`src/rtl/dsp_mul_arb_pkg.sv`:
```
// Shared widths and round-robin search helper for the shared signed DSP multiplier arbiter.
package dsp_mul_arb_pkg;

    localparam int unsigned A_W_DEF  = 20;
    localparam int unsigned B_W_DEF  = 18;
    localparam int unsigned P_W      = A_W_DEF + B_W_DEF;
    localparam int unsigned MAX_REQ  = 8;
    localparam int unsigned MAX_ID_W = 3;

    typedef struct packed {
        logic                found;
        logic [MAX_ID_W-1:0] idx;
    } rr_pick_t;

    // First set bit of valid searching from ptr+1 upward, wrapping modulo n.
    function automatic rr_pick_t rr_next(
        input logic [MAX_ID_W-1:0] ptr,
        input logic [MAX_REQ-1:0]  valid,
        input int unsigned         n
    );
        rr_pick_t    pick;
        int unsigned cand;
        pick = '0;
        for (int unsigned k = 1; k <= MAX_REQ; k++) begin
            cand = (32'(ptr) + k) % n;
            if (k <= n && !pick.found && valid[cand[MAX_ID_W-1:0]]) begin
                pick.found = 1'b1;
                pick.idx   = cand[MAX_ID_W-1:0];
            end
        end
        return pick;
    endfunction

endpackage

```
`src/rtl/dsp_mul_rr_arbiter.sv`:
```
// Combinational round-robin grant: priority starts just after the last granted index.
module dsp_mul_rr_arbiter
    import dsp_mul_arb_pkg::*;
#(
    parameter int unsigned NUM_REQ = 4,
    parameter int unsigned ID_W    = $clog2(NUM_REQ)
) (
    input  logic [ID_W-1:0]    ptr,
    input  logic [NUM_REQ-1:0] req_valid,
    output logic [NUM_REQ-1:0] grant_onehot,
    output logic [ID_W-1:0]    grant_idx,
    output logic               grant_any
);

    rr_pick_t pick;

    always_comb begin
        pick         = rr_next(MAX_ID_W'(ptr), MAX_REQ'(req_valid), NUM_REQ);
        grant_any    = pick.found;
        grant_idx    = ID_W'(pick.idx);
        grant_onehot = '0;
        if (pick.found) begin
            grant_onehot[grant_idx] = 1'b1;
        end
    end

endmodule

```
`src/rtl/dsp_mul_signed_arbiter.sv`:
```
// Shares one signed A_W x B_W multiplier among NUM_REQ requesters: operand stage, product
// register, results returned in acceptance order tagged with the requester index.
module dsp_mul_signed_arbiter
    import dsp_mul_arb_pkg::*;
#(
    parameter int unsigned NUM_REQ = 4,
    parameter int unsigned A_W     = A_W_DEF,
    parameter int unsigned B_W     = B_W_DEF,
    parameter int unsigned ID_W    = $clog2(NUM_REQ)
) (
    input  logic                   clk,
    input  logic                   reset,
    input  logic [NUM_REQ-1:0]     req_valid,
    output logic [NUM_REQ-1:0]     req_ready,
    input  logic [NUM_REQ*A_W-1:0] req_a,
    input  logic [NUM_REQ*B_W-1:0] req_b,
    output logic                   res_valid,
    input  logic                   res_ready,
    output logic [A_W+B_W-1:0]     res_p,
    output logic [ID_W-1:0]        res_id,
    output logic                   busy
);

    localparam int unsigned RES_W = A_W + B_W;

    logic [ID_W-1:0]         ptr_q, ptr_d;
    logic signed [A_W-1:0]   a_q, a_d;
    logic signed [B_W-1:0]   b_q, b_d;
    logic [ID_W-1:0]         id_q, id_d;
    logic                    v1_q, v1_d;
    logic [RES_W-1:0]        res_p_q, res_p_d;
    logic [ID_W-1:0]         res_id_q, res_id_d;
    logic                    res_valid_q, res_valid_d;

    logic [NUM_REQ-1:0]      grant_onehot;
    logic [ID_W-1:0]         grant_idx;
    logic                    grant_any;
    logic                    s1_load, s2_load, hs;
    logic signed [RES_W-1:0] prod;

    dsp_mul_rr_arbiter #(
        .NUM_REQ (NUM_REQ),
        .ID_W    (ID_W)
    ) u_rr (
        .ptr          (ptr_q),
        .req_valid    (req_valid),
        .grant_onehot (grant_onehot),
        .grant_idx    (grant_idx),
        .grant_any    (grant_any)
    );

    // Pipeline advance, grant capture and full-width signed product.
    always_comb begin
        ptr_d       = ptr_q;
        a_d         = a_q;
        b_d         = b_q;
        id_d        = id_q;
        v1_d        = v1_q;
        res_p_d     = res_p_q;
        res_id_d    = res_id_q;
        res_valid_d = res_valid_q;

        s2_load = v1_q & (~res_valid_q | res_ready);
        s1_load = ~v1_q | s2_load;
        hs      = s1_load & grant_any;
        prod    = RES_W'(a_q) * RES_W'(b_q);

        if (s2_load) begin
            res_valid_d = 1'b1;
            res_p_d     = prod;
            res_id_d    = id_q;
        end else if (res_ready) begin
            res_valid_d = 1'b0;
        end

        if (s1_load) begin
            v1_d = grant_any;
        end

        if (hs) begin
            a_d   = req_a[int'(grant_idx)*A_W +: A_W];
            b_d   = req_b[int'(grant_idx)*B_W +: B_W];
            id_d  = grant_idx;
            ptr_d = grant_idx;
        end
    end

    always_ff @(posedge clk or negedge reset) begin
        if (!reset) begin
            ptr_q       <= ID_W'(NUM_REQ - 1);
            a_q         <= '0;
            b_q         <= '0;
            id_q        <= '0;
            v1_q        <= 1'b0;
            res_p_q     <= '0;
            res_id_q    <= '0;
            res_valid_q <= 1'b0;
        end else begin
            ptr_q       <= ptr_d;
            a_q         <= a_d;
            b_q         <= b_d;
            id_q        <= id_d;
            v1_q        <= v1_d;
            res_p_q     <= res_p_d;
            res_id_q    <= res_id_d;
            res_valid_q <= res_valid_d;
        end
    end

    // An empty operand stage would otherwise advertise ready while reset is held.
    assign req_ready = (reset && s1_load) ? grant_onehot : '0;
    assign res_valid = res_valid_q;
    assign res_p     = res_p_q;
    assign res_id    = res_id_q;
    assign busy      = v1_q | res_valid_q;

endmodule

```
`config.mk`:
```
export PLATFORM = sky130hd
export DESIGN_NAME = dsp_mul_signed_arbiter
export DESIGN_NICKNAME = d
export VERILOG_FILES = /design/src/rtl/dsp_mul_arb_pkg.sv /design/src/rtl/dsp_mul_rr_arbiter.sv /design/src/rtl/dsp_mul_signed_arbiter.sv
export SDC_FILE = /design/constraint.sdc
export NUM_CORES = 1
export LEC_CHECK = 0
export BUFFER_PORTS_ARGS = -buffer_cell sky130_fd_sc_hd__buf_2
export CORE_ASPECT_RATIO = 1.4
export CORE_MARGIN = 4
export CORE_UTILIZATION = 30
export DETAILED_ROUTE_END_ITERATION = 12
export PLACE_DENSITY = 0.47
export SKIP_CTS_REPAIR_TIMING = 1
export SKIP_LAST_GASP = 1
export SLEW_MARGIN = 5
export SYNTH_ARGS = -nofsm -noshare
export SYNTH_HDL_FRONTEND = slang
export SYNTH_SLANG_ARGS = --single-unit
```
`constraint.sdc`:
```
create_clock -name clk -period 8.7 [get_ports clk]
set_input_delay 1.74 -clock clk [delete_from_list [all_inputs] [get_ports clk]]
set_output_delay 1.74 -clock clk [all_outputs]
set_load 0.01 [all_outputs]
```
==> summary.md, run 1 <==
| Metric | Value |
|---|---|
| H-tree Lvls | 3 |
| Clock tree from TritonCTS | built |
| Proportion of layout cells with a drive suffix above 1 | 11.1% |
| Initial core utilization | 30.2% |
| R2r setup slk | 1750 ps |
| Fin Setup TNS | 0 ps |
| Worst-margin pin slew | 963 ps |
| Clk Latency, worst-skew pair | 400 ps |
| Most common cell in the netlist | inv_1 |
| Clock root cell | clkbuf_16 |
| Max-slew violation count | 0 |
| Setup violators final | 0 |
| Hold WS | 474 ps |
| Fmax | 144 MHz |
| Synth Warn # | 0 |
| RSZ-0062 raised after global routing | false |
| Routed len/inst | 17.7 µm |
| WP data required | 9030 ps |
| IO Pins | roughly 200 |
| Clock sink count | 84 |
| Post-synth top cells | inv_1 (422), fa_1 (361), nand2_1 (355) |
| Main area contributors after synthesis | fa_1 (41%), dfrtp_1 (12%), inv_1 (8.9%) |
| DRT iter0 DRCs | 590 |
| Initial antenna violation count | 1 |
| Area grow syn2layout | 11.0% |
| First-pass iteration count of the detailed router | 7 |
| Vias | 13.8k |
| Max Cap Viol | 0 |
| Worst Setup End Kind | register |
| Worst hold start | res_p[19] |
| EDFF count, synth | 0 |
| Mapped Nets | 2,721 |
| Dominant cell type by area after synthesis | fa_1 |
| Port buffer count | ~200 |
| N_diodes | 0 |
| Number of library cell types mapped by synthesis | 58 |
| Row Count | 105 |
| Placer Congestion | 0.860 |
| Total congestion overflow | 0 |
| Crit Path Category | reg2reg |
| WL final | 52,600 µm |
| Max clock buf depth | 2 |
| First-pass GRT wire length | about 83,000 µm |
| Vias per cell | roughly 4.6 |
| Post-layout net count | 2,830 |
| Synth Instances | 2,104 |
| Synth Flop Type | dfrtp_1 |
| Vias in the first global route | 14.7k |
| Crit. Startpoint | b_q[3] |
| Largest net degree at the start of global routing | 84 |
| Post-route minimum period | roughly 7000 ps |
| CTS clk-pin slew, worst paths | 80 ps |
| Mapped Avg Cell Area | 8.42 µm² |
| Reg2reg start | b_q[3] |
| Hold Crit Class | reg2reg |
| Sequential share of the synthesized area | 11.9% |
| Post-synth top area share | 40.8% |
| Fillers | 6,235 |
| Antenna-violating nets left | 0 |
| CP Max Fanout | 21 |
| Multi-input logic area | 13,600 µm² |
| Run status | finished clean |
| Sequential standard cell area | 2100 µm² |
| Final period utilization | 79.9% |
| Placed instance area | 19,300 µm² |
| DRC | 0 |
| GRT Util Overall | 17.0% |
| Die Height | 296 µm |
| Cell area after layout | 19,700 µm² |
| Die Wd | 213 µm |
| Crit start category | register |
| Hpwl dp | 43,100 µm |
| Asr flop ratio synth | 100% |
| Synth Cell Area | about 18,000 µm² |
| CTS buffer count | 9 |
| Worst slew margin | a little over a third |
| Synthesis-stage register bit count | 84 |
| Core area | 58,600 µm² |
| Crit path arrival time | 7280 ps |
| Worst clock skew | 17.2 ps |
| Die area | 63,100 µm² |
| Fin. Hold Viols | 0 |
layout by cell type (no fill, tap or decap), drive strengths merged, types with 3 or more instances in the layout:
master  synthesis  final
clkbuf        105      9
o21ai         121    121
nor2          142    142
dfrtp          82     82
a31oi           6      6
o311ai          4      4
nor4            3      3
o211ai          4      4
buf             9    212
o21a           10     10
nand3          48     48
fa            361    361
or3             3      3
a21o           16     16
a21boi          3      3
nand2         355    355
ha             97     97
clkinv          1      3
nor2b           3      3
and3            4      4
inv           422    425
xnor2          21     21
nand2b         10     10
a31o            3      3
xor2           10     10
o31ai           7      7
nand3b          6      6
and2          182    182
nor3            8      8
a21oi          32     32
layer usage:
metal	GRT usage [%]	wire length (µm)	up-vias
met1	21.9	22400	6915
li1	-	-	6487
met3	1.86	1730	47
met2	30.3	27100	303
met5	0	0	-
met4	5.15	1380	0
final cells by class:
cell class	count	share of cell area, %
Multi-Input combinational cell	1483	69.3
Inverter	423	8.08
Clock inverter	7	0.477
Tap cell	749	4.77
Timing Repair Buffer	212	5.51
Sequential cell	84	10.7
Clock buffer	9	1.15
flip-flops by register name, summed over array words and instances (netlist names):
register / flops
id_q: 2
a_q: 20
v1_q: 1
ptr_q: 2
res_valid: 1
b_q: 18
res_id: 2
res_p: 38
worst max-delay path, stage by stage (launching register included):
cell      delay, ps
dfrtp_1         940
nand2_1         290
fa_1            660
inv_1           140
fa_1            730
fa_1            510
fa_1            510
fa_1            500
inv_1            50
fa_1            480
inv_1            40
ha_1            360
and3_1          260
nand3_1         120
nor2_1          120
o211ai_1        150
a31oi_2         300
nor4_1          100
or4_1           510
nand3_1          80
logic make-up (layout without fill, tap and decap cells):
| family | count (synthesis) | count (layout) | synth area share [%] |
|---|---|---|---|
| simple gates | 773 | 773 | 20.0 |
| buf+inv | 537 | 651 | 11.4 |
| fa+ha+maj | 458 | 458 | 47.6 |
| compound gates | 220 | 220 | 7.50 |
| flops | 84 | 84 | 11.9 |
| xor+xnor | 31 | 31 | 1.53 |
| mux | 1 | 1 | 0.0565 |
stage by stage:
stage,utilization [%],setup slack [ps],cells
4_1_cts,33.5,1740,2967
6_report,33.5,1750,2967
5_1_grt,33.5,1260,2967
3_3_place_gp,33.0,1910,2951
2_1_floorplan,-,2520,2104
3_5_place_dp,33.0,1780,2951
path summary, 6_finish.rpt:
check | to | depth (start not counted)
worst max-delay path | res_p[37] | 19
worst min-delay path | res_p[19] | 2
worst max register to register | res_p[37] | 19
worst min register to register | res_p[19] | 2
max in group asynchronous | res_p[35] | 2
min in group asynchronous | a_q[16] | 1
Power of run 1 is left out: the tool's default activity adds up to more than one toggle a clock period on the data nets, which glitch-free logic cannot reach.
==> inputs of run 2 (changes only) <==
==> constraint.sdc (replaced) <==
create_clock -name clk -period 6.55 [get_ports clk]
set_input_delay 1.31 -clock clk [delete_from_list [all_inputs] [get_ports clk]]
set_output_delay 1.31 -clock clk [all_outputs]
set_load 0.01 [all_outputs]
==> summary.md, run 2 (same netlist as run 1, synthesis figures left out) <==
| Metric | Value |
|---|---|
| Max reg flops | 38 (unchanged) |
| Crit path arrival time | 6550 ps (-730 ps) |
| RSZ-0062 raised after global routing | false |
| Antenna-violating nets left | 0 (unchanged) |
| Clock tree from TritonCTS | built |
| Vias per cell | 4.60 (-0.73%) |
| Post-layout net count | 2,903 (+2.6%) |
| Max Cap Viol | 0 (unchanged) |
| Commonest non-fill, non-tap cells in the layout | inv_1 (422), fa_1 (361), nand2_1 (354) |
| Reg2reg start | a_q[3] |
| WP data required | 6850 ps (-2180 ps) |
| Run status | finished clean |
| H-tree Lvls | 3 (unchanged) |
| WL final | 53,900 µm (+2.5%) |
| Placed instance area | 19,800 µm² (+2.6%) |
| Largest net degree at the start of global routing | 79 (-6.0%) |
| Crit start category | register |
| Die area | 63,100 µm² (unchanged) |
| CP max stage cell | dfrtp_1 |
| Commonest non-fill, non-tap cell in the layout | inv_1 |
| Initial core utilization | 30.2% (unchanged) |
| Cell area after layout | 20,200 µm² (+2.9%) |
| Sequential standard cell area | 2130 µm² (+1.0%) |
| Hpwl dp | 46,300 µm (+7.4%) |
| Placer Congestion | 0.907 (+5.4%) |
| DRC | 0 (unchanged) |
| Port buffer count | 204 (unchanged) |
| CP Max Fanout | 7 (-67%) |
| Worst hold start | res_p[20] |
| Worst-margin pin slew | 938 ps (-24.7 ps) |
| IO Pins | 205 (unchanged) |
| Crit-path cells | and2_1, fa_1, inv_1, fa_1, inv_1, fa_1, fa_1, fa_1, inv_1, fa_1, inv_1, ha_1, a31o_2, a221o_1, and2_1, o211ai_1, buf_4, a31oi_2, buf_4, o21a_1, o21a_1, o31ai_1 |
| Proportion of layout cells with a drive suffix above 1 | 14.8% (+3.7 points) |
| Max-slew violation count | 0 (unchanged) |
| Routed len/inst | 17.7 µm (about the same) |
| Die Height | 296 µm (unchanged) |
| Max clock buf depth | 2 (unchanged) |
| N_diodes | 0 (unchanged) |
| Initial antenna violation count | 1 (unchanged) |
| Crit Path Category | reg2reg |
| Vias in the first global route | 15.2k (+3.0%) |
| Fmax | 160 MHz (+11%) |
| Hold-critical path depth | 2 (unchanged) |
| Clock root cell | clkbuf_16 |
| DRT iter0 DRCs | 702 (+19%) |
| Worst slew margin | 37.2% (+1.4 points) |
| Vias | 14.0k (+1.7%) |
| Core area | 58,600 µm² (unchanged) |
| Final period utilization | 95.4% (+16 points) |
| First-pass iteration count of the detailed router | 5 (-2) |
| Worst path max stage delay | 570 ps (-370 ps) |
| CTS buffer count | 9 (unchanged) |
| Worst-case reg-to-reg path depth | 22 (+3) |
| GRT Util Overall | 17.4% (+0.34 points) |
| Die Wd | 213 µm (unchanged) |
| Post-route minimum period | 6250 ps (-701 ps) |
| Clk Latency, worst-skew pair | 400 ps (about the same) |
| Clock sink count | 84 (unchanged) |
| Fillers | 6,235 (unchanged) |
| Total congestion overflow | 0 (unchanged) |
| Worst reg2reg endpoint | res_p[35] |
| Hold Crit Class | reg2reg |
| Row Count | 105 (unchanged) |
| First-pass GRT wire length | 84,900 µm (+1.7%) |
| Area grow syn2layout | 14.2% |
| Worst Setup End Kind | register |
| Setup violators final | 0 (unchanged) |
| Worst clock skew | 18.4 ps (+1.20 ps) |
| CTS clk-pin slew, worst paths | 80 ps (about the same) |
| Crit path top cell by count | fa_1 |
| R2r setup slk | 300 ps (-1450 ps) |
| Fin. Hold Viols | 0 (unchanged) |
| Hold Path End | res_p[20] |
| Multi-input logic area | 13,600 µm² (about the same) |
-- run 2: cell count changes in the layout (fill, tap and decap cells not counted), moves of 2 or more --
cell,change
buf_4,+72
dfrtp_1,-17
dfrtp_2,+17
clkinv_4,+2
-- run 2: area by class of cell --
class	count	area share [%]
Timing Repair Buffer	285	8.13
Clock buffer	9	1.11
Multi-Input combinational cell	1483	67.4
Sequential cell	84	10.5
Tap cell	749	4.63
Inverter	423	7.85
Clock inverter	7	0.377
-- run 2: metal layers --
layer  global-route usage [%]  wire length [µm]
met1                     22.4             23000
met2                     30.9             27700
met3                     1.88              2000
met4                     4.95              1200
met5                        0                 0
-- run 2: critical path, delay by kind of cell (launching register included) --
| family | cells | cell delay [ps] |
|---|---|---|
| adders and majority gates | 7 | 3270 |
| AOI/OAI and AO/OA | 7 | 1290 |
| DFF | 1 | 570 |
| buffers and inverters | 6 | 530 |
| and+or+nand+nor | 2 | 480 |
-- run 2: how the worst max path moves through the flow --
stage,from,to,slack (ps)
floorplan,a_q[19],res_p[37],370
global placement,a_q[19],res_p[37],0.9
detailed placement,b_q[9],res_p[37],-60
CTS,b_q[9],res_p[37],-90
global route,b_q[10],res_p[37],0.6
finish,a_q[3],res_p[35],300
-- run 2: stage by stage --
stage | instances | hold WS (ps) | setup TNS [ps] | utilization, % | worst slack, ps
final | 3040 | 474 | 0 | 34.5 | 303
after global routing | 3040 | 503 | 0 | 34.5 | 0.577
after CTS | 3033 | 484 | -111 | 34.4 | -90.5
after detailed placement | 3017 | 463 | -55.2 | 33.9 | -55.2
after global placement | 3017 | 457 | 0 | 33.9 | 0.950
after floorplan | 2104 | 439 | 0 | - | 365
Power of run 2 is left out for the same reason.
==> inputs of run 3 (changes only) <==
--- a/config.mk
+++ b/config.mk
@@ -5,12 +5,13 @@
 export SDC_FILE = /design/constraint.sdc
 export NUM_CORES = 1
 export LEC_CHECK = 0
+export ABC_CLOCK_PERIOD_IN_PS = 6550
 export BUFFER_PORTS_ARGS = -buffer_cell sky130_fd_sc_hd__buf_2
 export CORE_ASPECT_RATIO = 1.4
 export CORE_MARGIN = 4
-export CORE_UTILIZATION = 30
+export CORE_UTILIZATION = 35
 export DETAILED_ROUTE_END_ITERATION = 12
-export PLACE_DENSITY = 0.47
+export PLACE_DENSITY = 0.52
 export SKIP_CTS_REPAIR_TIMING = 1
 export SKIP_LAST_GASP = 1
 export SLEW_MARGIN = 5
==> summary.md, run 3 (same netlist as run 1, synthesis figures left out) <==
| Metric | Value |
|---|---|
| Critical path's top delay family | adder cells |
| Placer Congestion | 0.891 (-1.7%) |
| Worst slew margin | 46.6% (+9.3 points) |
| Vias per cell | 4.77 (+3.8%) |
| Clock root cell | clkbuf_16 |
| First-pass GRT wire length | 80,500 µm (-5.2%) |
| Final period utilization | 97.0% (+1.6 points) |
| Port buffer count | 204 (unchanged) |
| Fin. Hold Viols | 0 (unchanged) |
| Clk Latency, worst-skew pair | 380 ps (-20 ps) |
| Die area | 54,300 µm² (-14%) |
| Hpwl dp | 43,400 µm (-6.2%) |
| Commonest non-fill, non-tap cells in the layout | inv_1 (420), fa_1 (361), nand2_1 (353) |
| DRT iter0 DRCs | 609 (-13%) |
| Post-layout net count | 2,895 (-0.28%) |
| CP max stage cell | fa_1 |
| Hold Crit Class | reg2reg |
| Area grow syn2layout | 13.1% |
| Multi-input logic area | 13,600 µm² (about the same) |
| Crit start category | register |
| Fmax | 157 MHz (-1.6%) |
| WP data required | 6860 ps (about the same) |
| CTS buffer count | 9 (unchanged) |
| IO Pins | 205 (unchanged) |
| Routed len/inst | 17.3 µm (-2.6%) |
| Vias in the first global route | 15.1k (-0.62%) |
| Crit path arrival time | 6660 ps (+110 ps) |
| Commonest non-fill, non-tap cell in the layout | inv_1 |
| Max-slew violation count | 0 (unchanged) |
| Sequential standard cell area | 2120 µm² (-0.41%) |
| Worst-margin pin slew | 802 ps (-136 ps) |
| CTS clk-pin slew, worst paths | 70 ps (about the same) |
| Initial antenna violation count | 2 (+1) |
| GRT Util Overall | 18.8% (+1.4 points) |
| WL final | 50,600 µm (-6.2%) |
| Crit Path Category | reg2reg |
| Run status | finished clean |
| Row Count | 97 (-7.6%) |
| Proportion of layout cells with a drive suffix above 1 | 14.1% (-0.61 points) |
| Clock tree from TritonCTS | built |
| Max clock buf depth | 2 (unchanged) |
| Worst clock skew | 13.3 ps (-5.09 ps) |
| Final WS setup | 199 ps (-104 ps) |
| Antenna-violating nets left | 0 (unchanged) |
| Worst path max stage delay | 620 ps (+50 ps) |
| First-pass iteration count of the detailed router | 5 (unchanged) |
| Largest net degree at the start of global routing | 79 (unchanged) |
| Worst Setup End Kind | register |
| Core area | 50,100 µm² (-14%) |
| Vias | 14.0k (-0.043%) |
| DRC | 0 (unchanged) |
| Max reg flops | 38 (unchanged) |
| RSZ-0062 raised after global routing | true |
| Initial core utilization | 35.3% (+5.1 points) |
| CP Max Fanout | 12 (+5) |
| Die Height | 274 µm (-7.2%) |
| Max Cap Viol | 0 (unchanged) |
| CP Buf/Inv Count | 5 (-1) |
| Total congestion overflow | 0 (unchanged) |
| Die Wd | 198 µm (-7.1%) |
| Clock sink count | 84 (unchanged) |
| R2r setup slk | 200 ps (-100 ps) |
| Crit path top cell by count | fa_1 |
| H-tree Lvls | 3 (unchanged) |
| Crit-path cells | buf_4, nand2_1, fa_1, inv_1, fa_1, fa_1, fa_1, fa_1, inv_1, fa_1, inv_1, ha_1, and4_1, nand2_1, nor2_1, o211ai_1, buf_4, a31oi_2, nor4_1, or4_1, nand3_1 |
| Place WS | -105 ps (-49.9 ps) |
| Post-route minimum period | 6350 ps (+104 ps) |
| Fillers | 5,189 (-17%) |
| Setup violators final | 0 (unchanged) |
==> run 3: metal layers <==
layer / routed length, µm / track usage [%] / vias to the layer above
li1: - / - / 6612
met1: 21300 / 24.1 / 6949
met2: 25600 / 32.9 / 346
met3: 2130 / 2.50 / 74
met4: 1540 / 6.09 / 0
met5: 0 / 0 / -
==> run 3: final cells by class <==
type / count / area share (%)
multi-input cells: 1483 / 68.0
inverters: 423 / 7.94
clock inverters: 6 / 0.474
well taps: 643 / 4.01
clock buffers: 10 / 1.14
repair buffers: 277 / 7.84
flip-flops and latches: 84 / 10.6
diodes: 2 / 0.0250
==> run 3: per-stage QoR <==
stage / hold WS [ps] / setup TNS [ps] / util (%) / instance area, µm² / instances
6_report: 469 / 0 / 40.0 / 20000 / 2928
2_1_floorplan: 439 / 0 / - / 17700 / 2104
4_1_cts: 477 / -128 / 39.9 / 20000 / 2922
3_5_place_dp: 461 / -105 / 39.2 / 19700 / 2906
5_1_grt: 495 / -39.5 / 40.0 / 20000 / 2927
3_3_place_gp: 458 / -89.1 / 39.2 / 19700 / 2906
==> run 3: worst paths after layout <==
| path | from | to | cells past startpoint |
|---|---|---|---|
| worst max register to register | a_q[13] | res_p[37] | 21 |
| worst max-delay path | a_q[13] | res_p[37] | 21 |
| worst min-delay path | res_p[2] | res_p[2] | 2 |
| min in group asynchronous | reset | res_valid | 1 |
| worst min register to register | res_p[2] | res_p[2] | 2 |
| max in group asynchronous | reset | res_p[33] | 2 |
==> run 3: worst register-to-register path, cell delays in order (launching register included) <==
cell      delay (ps)
dfrtp_1          540
buf_4            280
nand2_1          100
fa_1             550
inv_1             60
fa_1             620
fa_1             470
fa_1             470
fa_1             490
inv_1             50
fa_1             480
inv_1             40
ha_1             400
and4_1           300
nand2_1           70
nor2_1           210
o211ai_1         130
buf_4            170
a31oi_2          170
nor4_1           100
or4_1            520
nand3_1           90
Power of run 3 is left out for the same reason.
